[src/rtl/common_pkg.sv]
// Shared bus definitions for the data-memory port.
// Contents: data-bus request/response structs and the bus widths they use.
package common_pkg;

  localparam int BUS_XLEN   = 64;
  localparam int BUS_STRB_W = BUS_XLEN / 8;

  typedef struct packed {
    logic                  valid;
    logic [BUS_XLEN-1:0]   addr;
    logic [2:0]            size;
    logic [BUS_STRB_W-1:0] strobe;
    logic [BUS_XLEN-1:0]   data;
  } dbus_req_t;

  typedef struct packed {
    logic                addr_ok;
    logic                data_ok;
    logic [BUS_XLEN-1:0] data;
  } dbus_resp_t;

endpackage

[src/rtl/pipes_pkg.sv]
// Pipeline-register payload types between EX, MEM and WB.
// Contents: msize_t access-size enum, mem_state_t bus FSM states,
// execute_data_t (EX/MEM) and memory_data_t (MEM/WB), plus size_mask().
package pipes_pkg;
  import common_pkg::*;

  typedef enum logic [1:0] {
    MSIZE1 = 2'd0,
    MSIZE2 = 2'd1,
    MSIZE4 = 2'd2,
    MSIZE8 = 2'd3
  } msize_t;

  typedef enum logic [1:0] {
    S_IDLE      = 2'd0,
    S_WAIT_ADDR = 2'd1,
    S_ADDR_ACK  = 2'd2
  } mem_state_t;

  typedef struct packed {
    logic   memread;
    logic   memwrite;
    msize_t msize;
    logic   mem_unsigned;
  } mem_ctl_t;

  typedef struct packed {
    logic                valid;
    logic [BUS_XLEN-1:0] pc;
    logic [31:0]         instr;
    mem_ctl_t            ctl;
    logic [BUS_XLEN-1:0] alu_result;
    logic [BUS_XLEN-1:0] rs2_data;
    logic [4:0]          dst;
    logic                regwrite;
  } execute_data_t;

  typedef struct packed {
    logic                valid;
    logic [BUS_XLEN-1:0] pc;
    logic [31:0]         instr;
    logic [4:0]          dst;
    logic                regwrite;
    logic [BUS_XLEN-1:0] wdata;
    logic [BUS_XLEN-1:0] addr;
    logic                exc_misalign;
    logic                exc_is_store;
  } memory_data_t;

  // Low address bits that must be zero for a naturally aligned access.
  function automatic logic [2:0] size_mask(msize_t s);
    case (s)
      MSIZE1:  return 3'b000;
      MSIZE2:  return 3'b001;
      MSIZE4:  return 3'b011;
      default: return 3'b111;
    endcase
  endfunction

endpackage

[src/rtl/mem_align.sv]
// Combinational byte-lane logic for the data port: write strobes, store-data
// lane shift, and load-data extract with sign/zero extension.
// Ports: off_i (addr[2:0]), msize_i, mem_unsigned_i, st_data_i (rs2),
//        ld_raw_i (bus read word) -> strobe_o, st_data_o, ld_data_o.
// MEM_MISALIGN_TRAP_EN: when undefined, the offset is forced to natural
// alignment here; when defined, misaligned accesses never reach this block.
module mem_align
  import pipes_pkg::*;
#(
  parameter int XLEN   = 64,
  parameter int STRB_W = XLEN / 8
) (
  input  logic [2:0]        off_i,
  input  msize_t            msize_i,
  input  logic              mem_unsigned_i,
  input  logic [XLEN-1:0]   st_data_i,
  input  logic [XLEN-1:0]   ld_raw_i,
  output logic [STRB_W-1:0] strobe_o,
  output logic [XLEN-1:0]   st_data_o,
  output logic [XLEN-1:0]   ld_data_o
);

  logic [2:0]        off;
  logic [5:0]        bit_sh;
  logic [STRB_W-1:0] base;
  logic [XLEN-1:0]   ld_sh;

`ifdef MEM_MISALIGN_TRAP_EN
  assign off = off_i;
`else
  assign off = off_i & ~size_mask(msize_i);
`endif

  assign bit_sh = {off, 3'b000};

  always_comb begin
    case (msize_i)
      MSIZE1:  base = STRB_W'(8'h01);
      MSIZE2:  base = STRB_W'(8'h03);
      MSIZE4:  base = STRB_W'(8'h0F);
      default: base = STRB_W'(8'hFF);
    endcase
  end

  assign strobe_o  = base << off;
  assign st_data_o = st_data_i << bit_sh;
  assign ld_sh     = ld_raw_i >> bit_sh;

  always_comb begin
    case (msize_i)
      MSIZE1:  ld_data_o = mem_unsigned_i ? {{(XLEN-8){1'b0}}, ld_sh[7:0]}
                                          : {{(XLEN-8){ld_sh[7]}}, ld_sh[7:0]};
      MSIZE2:  ld_data_o = mem_unsigned_i ? {{(XLEN-16){1'b0}}, ld_sh[15:0]}
                                          : {{(XLEN-16){ld_sh[15]}}, ld_sh[15:0]};
      MSIZE4:  ld_data_o = mem_unsigned_i ? {{(XLEN-32){1'b0}}, ld_sh[31:0]}
                                          : {{(XLEN-32){ld_sh[31]}}, ld_sh[31:0]};
      default: ld_data_o = ld_sh;
    endcase
  end

endmodule

[src/rtl/mem_stage.sv]
// Memory-access stage: issues load/store requests on the data bus, holds the
// pipeline with stallM while a transaction is open, and produces the MEM/WB
// payload. Non-memory ops pass straight through with no added latency.
// Ports: clk, reset (sync, active-high), dataE (EX/MEM), dreq_* (bus request),
//        dresp_* (bus response), dataM (to MEM/WB), stallM.
// MEM_MISALIGN_TRAP_EN: defined -> misaligned accesses raise exc_misalign
// instead of going to the bus; undefined -> addresses are force-aligned.
module mem_stage
  import common_pkg::*;
  import pipes_pkg::*;
#(
  parameter int XLEN   = BUS_XLEN,
  parameter int STRB_W = XLEN / 8
) (
  input  logic              clk,
  input  logic              reset,
  input  execute_data_t     dataE,
  output logic              dreq_valid,
  output logic [XLEN-1:0]   dreq_addr,
  output logic [2:0]        dreq_size,
  output logic [STRB_W-1:0] dreq_strobe,
  output logic [XLEN-1:0]   dreq_data,
  input  logic              dresp_addr_ok,
  input  logic              dresp_data_ok,
  input  logic [XLEN-1:0]   dresp_data,
  output memory_data_t      dataM,
  output logic              stallM
);

  mem_state_t        state_q, state_d;
  execute_data_t     req_q, req_d;
  execute_data_t     src;
  dbus_resp_t        resp;
  logic              is_mem_e, mis_e, busy, issue, done;
  logic [STRB_W-1:0] strobe;
  logic [XLEN-1:0]   st_data, ld_data;

  assign resp = '{addr_ok: dresp_addr_ok, data_ok: dresp_data_ok, data: dresp_data};

  assign is_mem_e = dataE.valid & (dataE.ctl.memread | dataE.ctl.memwrite);

`ifdef MEM_MISALIGN_TRAP_EN
  assign mis_e = is_mem_e & (|(dataE.alu_result[2:0] & size_mask(dataE.ctl.msize)));
`else
  assign mis_e = 1'b0;
`endif

  assign busy  = (state_q != S_IDLE);
  assign issue = ~busy & is_mem_e & ~mis_e;

  // The request is presented from dataE on the issue cycle and from the
  // latched copy afterwards, so upstream changes cannot disturb the bus.
  assign src  = busy ? req_q : dataE;
  assign done = (issue | busy) & resp.data_ok & (resp.addr_ok | (state_q == S_ADDR_ACK));

  mem_align #(.XLEN(XLEN), .STRB_W(STRB_W)) u_align (
    .off_i          (src.alu_result[2:0]),
    .msize_i        (src.ctl.msize),
    .mem_unsigned_i (src.ctl.mem_unsigned),
    .st_data_i      (src.rs2_data),
    .ld_raw_i       (resp.data),
    .strobe_o       (strobe),
    .st_data_o      (st_data),
    .ld_data_o      (ld_data)
  );

  assign dreq_valid  = issue | busy;
  assign dreq_addr   = src.alu_result;
  assign dreq_size   = {1'b0, src.ctl.msize};
  assign dreq_strobe = src.ctl.memwrite ? strobe : '0;
  assign dreq_data   = st_data;
  assign stallM      = dreq_valid & ~done;

  always_comb begin
    dataM = '0;
    if (dreq_valid) begin
      if (done) begin
        dataM.valid    = 1'b1;
        dataM.pc       = src.pc;
        dataM.instr    = src.instr;
        dataM.dst      = src.dst;
        dataM.addr     = src.alu_result;
        dataM.regwrite = src.regwrite & ~src.ctl.memwrite;
        dataM.wdata    = src.ctl.memwrite ? '0 : ld_data;
      end
    end else if (mis_e) begin
      // Trap: report the faulting address as mtval in wdata.
      dataM.valid        = 1'b1;
      dataM.pc           = dataE.pc;
      dataM.instr        = dataE.instr;
      dataM.dst          = dataE.dst;
      dataM.wdata        = dataE.alu_result;
      dataM.addr         = dataE.alu_result;
      dataM.exc_misalign = 1'b1;
      dataM.exc_is_store = dataE.ctl.memwrite;
    end else begin
      dataM.valid    = dataE.valid;
      dataM.pc       = dataE.pc;
      dataM.instr    = dataE.instr;
      dataM.dst      = dataE.dst;
      dataM.regwrite = dataE.regwrite;
      dataM.wdata    = dataE.alu_result;
      dataM.addr     = dataE.alu_result;
    end
  end

  always_comb begin
    state_d = state_q;
    req_d   = req_q;
    case (state_q)
      S_IDLE: begin
        if (issue) begin
          req_d = dataE;
          if (resp.addr_ok & resp.data_ok) state_d = S_IDLE;
          else if (resp.addr_ok)           state_d = S_ADDR_ACK;
          else                             state_d = S_WAIT_ADDR;
        end
      end
      S_WAIT_ADDR: begin
        if (resp.addr_ok & resp.data_ok) state_d = S_IDLE;
        else if (resp.addr_ok)           state_d = S_ADDR_ACK;
      end
      S_ADDR_ACK: begin
        if (resp.data_ok) state_d = S_IDLE;
      end
      default: state_d = S_IDLE;
    endcase
  end

  always_ff @(posedge clk) begin
    if (reset) begin
      state_q <= S_IDLE;
      req_q   <= '0;
    end else begin
      state_q <= state_d;
      req_q   <= req_d;
    end
  end

endmodule

[config.mk]
export PLATFORM = sky130hd
export DESIGN_NAME = mem_stage
export DESIGN_NICKNAME = d
export VERILOG_FILES = /design/src/rtl/common_pkg.sv /design/src/rtl/pipes_pkg.sv /design/src/rtl/mem_align.sv /design/src/rtl/mem_stage.sv
export SDC_FILE = /design/constraint.sdc
export NUM_CORES = 1
export LEC_CHECK = 0
export CAP_MARGIN = 20
export CORE_AREA = 2 2 261 263
export CTS_CLUSTER_DIAMETER = 80
export DETAILED_ROUTE_END_ITERATION = 10
export DIE_AREA = 0 0 263 265
export SYNTH_ARGS = -nofsm -noshare
export SYNTH_HDL_FRONTEND = slang
export SYNTH_SLANG_ARGS = --single-unit
[constraint.sdc]
create_clock -name clk -period 4.6 [get_ports clk]
set_clock_uncertainty 0.05 [all_clocks]
set_input_delay 0.92 -clock clk [delete_from_list [all_inputs] [get_ports clk]]
set_output_delay 0.92 -clock clk [all_outputs]
set_load 0.02 [all_outputs]
==> results list <==
* Static leakage power: about 11 nW
- For this design the top-level I/O count stands at 678.
- Post-detailed-routing wire length: 86.56 mm
- Area added between synthesis and finish: 67.60%
* Nets@finish: roughly 3.2k
- The clock passes through at most 3 buffers.
* Buffer cell driving the clock tree root: sky130_fd_sc_hd__clkbuf_16
* Worst-path maximum fanout: 8
* Worst-skew pair later-pin latency: approximately 0.54 ns
- Wire length of the first global-routing pass: approximately 120 mm
- Required @ worst endpoint: roughly 3.6 ns
* Fraction of power spent switching nets: 35.44%
- In the final routed layout, each cell accounts on average for 22.99 um.
* Number of search-and-repair iterations in the first detailed-routing pass: 5
- In the routed design, unresolved DRC markers number 0.
* Power, Total: about 8.4 mW
- Via count of the first global-routing pass: roughly 18k
- Summing over every cut layer, the via total after detailed routing is between 15k and 20k.
- Based on the critical path, the design can be clocked at up to ~0.21 GHz.
- The H-tree was split into 2 levels.
- Setup violations remaining at the end of the flow were counted as 2.
- In the synthesized netlist the dominant register cell turns out to be sky130_fd_sc_hd__dfxtp_1.
* Placed wire-length estimate after detailed placement: between 60 and 70 mm
- Starting density of the core: between 20 and 25%
- The library cell used most frequently in the layout, excluding fill and tap cells, is sky130_fd_sc_hd__nand2_1.
* Count of flip-flops with a built-in enable after synthesis: 0
- Worst Setup Slack, final: -0.06994 ns
- Count of input and output buffers: 674
- Initial antenna violation count: 14
- Of the total power, the clock network draws 33.5%.
- The die is around 270 um tall.
* Number of sinks on the clock net: roughly 240
* Post-Synthesis Cell Area: 15390 um2
- Pin count of the biggest net entering global routing: between 100 and 150
* Final instance area: between 20000 and 30000 um2
* Number of distinct library cells after synthesis: 47
* Number of instances in the synthesized netlist: roughly 2.2k
- Clock-pin slew of the registers on the worst-case setup and hold paths: ~0.050 ns
- After synthesis the netlist holds a flip-flop and latch count of 236.
- For this run, asynchronously set or reset flops after synthesis account for 0%.
- TritonCTS built the clock tree.
* Commonest non-fill, non-tap cells in the layout: sky130_fd_sc_hd__nand2_1 (855), sky130_fd_sc_hd__clkdlybuf4s50_1 (518), sky130_fd_sc_hd__a21oi_1 (289)
- Measured along the x axis, the die boundary spans approximately 260 um.
- Summed over all failing endpoints, the final setup total negative slack is -0.1276 ns.
* Count of final max-slew check failures: 0
- Class of the most critical setup path: in -> out
- Summed over all layers, the global routing overflow is 0.
* Path class of the lowest-slack min-delay path: reg -> reg
* Full die area: roughly 70000 um2
* Violations in the final reports: setup timing
- Total net switching power: ~3 mW
- The run finished, with violations left.
- Number of vias per cell: roughly 5.1
* Yosys warning total: 0
- In the final layout, the share of cells above drive strength 1 is between 10 and 15%.
- The initialized floorplan defines 95 standard-cell rows.
- Combinational cells account for 39.9% of the total power.
* Worst Max-Slew Pin Slew: around 0.79 ns
- The worst setup path is launched from an input pin.
- Tcrit/Tclk final: 101.5%
* CP Data Arrival Time: around 3.7 ns
* Internal power consumption: between 5 and 6 mW
- Max transition margin: between 40% and 50%
* Cell Pwr Density: 326.9 nW/um2
- Prior to clock tree synthesis, the placed netlist has a worst setup slack of -0.8520 ns.
- Antenna-violating nets left: 0
* Tot GR Track Use: approximately a quarter
- Sequential-to-total area share from yosys stat: a little under a third
- Number of max-cap violations: 0
* Global placer's final weighted congestion: roughly 0.95
- The count of endpoints failing hold in the final timing report was 0.
- Clock period minus final worst setup slack: between 4 and 5 ns
* Peak VDD IR: ~0.27 mV
- Counting the buffers created by CTS gives 34.
- Final-layout worst hold slack: 0.3997 ns
- Seq pwr share: roughly a quarter
* Number of hold buffers added after CTS: 0
- Average cell area after synthesis: 7.097 um2
- The core region is 66800 um2.
* Initial DRC Count: 1698
- Setup repair after global routing could not meet its margin everywhere.
- Critical path capture point type: output port
* Cell area reported after detailed placement: around 24000 um2
==> final timing paths <==
check / from / cells past startpoint / slack (ns) / end
worst max-delay path: dataE[72] / 11 / -0.07 / dataM[109]
worst min-delay path: req_q[13]$_SDFFE_PP0P_ / 2 / 0.40 / req_q[13]$_SDFFE_PP0P_
worst max register to register: state_q[1]$_SDFFE_PP0P_ / 6 / 2.29 / req_q[54]$_SDFFE_PP0P_
worst min register to register: req_q[13]$_SDFFE_PP0P_ / 2 / 0.40 / req_q[13]$_SDFFE_PP0P_
==> per-layer routing <==
metal / vias to the layer above / wire length [um] / track usage, %
li1: 9036 / - / -
met1: 9235 / 35800 / 29.87
met2: 852 / 40360 / 39.09
met3: 124 / 8069 / 7.218
met4: 10 / 2265 / 6.178
met5: - / 63 / 0
==> stage by stage <==
stage / instances / util, %
after floorplan: 2170 / -
after global placement: 3684 / 36.33
after detailed placement: 3684 / 36.33
after CTS: 3756 / 38.31
after global routing: 3761 / 38.59
final: 3765 / 38.60
==> state kept, by name, indices dropped and copies added, names as in the netlist <==
register,flops
state_q,2
req_q,234
==> cells in the mapped netlist (12+ instances only) <==
library cell	instances	area, um2
sky130_fd_sc_hd__mux2i_1	60	600.6
sky130_fd_sc_hd__a22o_1	102	893.4
sky130_fd_sc_hd__o21ai_0	40	200.2
sky130_fd_sc_hd__a21oi_1	293	1466
sky130_fd_sc_hd__buf_1	13	48.80
sky130_fd_sc_hd__clkbuf_1	185	694.4
sky130_fd_sc_hd__nor2_1	47	176.4
sky130_fd_sc_hd__dfxtp_1	236	4725
sky130_fd_sc_hd__and3_1	38	237.7
sky130_fd_sc_hd__nand2_1	860	3228
sky130_fd_sc_hd__nand3_1	16	80.08
sky130_fd_sc_hd__o211ai_1	19	142.6
sky130_fd_sc_hd__a221o_1	26	260.3
sky130_fd_sc_hd__nor3_1	17	85.08
sky130_fd_sc_hd__a31oi_1	12	75.07
sky130_fd_sc_hd__mux4_2	52	1171
sky130_fd_sc_hd__a32o_1	61	610.6
==> area by class of cell <==
| type | count | area (um2) |
|---|---|---|
| antenna | 7 | 17.52 |
| clock buffer | 47 | 980.9 |
| clock inverter | 12 | 195.2 |
| fill | 6973 | 41010 |
| inverter | 7 | 26.28 |
| multi-input combinational | 1716 | 10100 |
| sequential | 236 | 4727 |
| tap | 873 | 1092 |
| timing repair buffer | 867 | 8648 |
==> kinds of logic (layout without fill, tap and decap cells) <==
group | count (synthesis) | count (layout) | share of synthesized area, %
mux | 113 | 113 | 11.59
simple gates | 997 | 997 | 25.61
compound gates | 600 | 603 | 26.30
buf+inv | 221 | 933 | 5.774
flops | 236 | 236 | 30.71
other cells | 1 | 10 | 0.02437
==> critical path, stage by stage <==
cell and delay, ns:
sky130_fd_sc_hd__buf_8 0.09, sky130_fd_sc_hd__or3b_4 0.38, sky130_fd_sc_hd__a221o_4 0.39, sky130_fd_sc_hd__mux4_2 0.45, sky130_fd_sc_hd__and2_4 0.18, sky130_fd_sc_hd__o31a_1 0.30
sky130_fd_sc_hd__buf_6 0.15, sky130_fd_sc_hd__a22o_4 0.28, sky130_fd_sc_hd__buf_6 0.14, sky130_fd_sc_hd__a221o_1 0.27, sky130_fd_sc_hd__buf_6 0.14
==> power by group through the flow <==
stage	clock, mW	sequential, mW	combinational [mW]
final	2.82	2.24	3.37
after global routing	2.97	2.26	3.56
after CTS	2.90	2.24	3.35
after detailed placement	0	2.28	3.35
after global placement	0	2.28	3.36
after floorplan	0	2.26	1.59
==> what timing repair did <==
item | CTS | global route
pin swaps | 6 | 4
setup buffers | 10 | 0
endpoints found under the setup margin | 129 | 69
gates cloned | 3 | 1
resized for setup | 230 | 87
No activity file was read; power rests on OpenSTA's default activity.
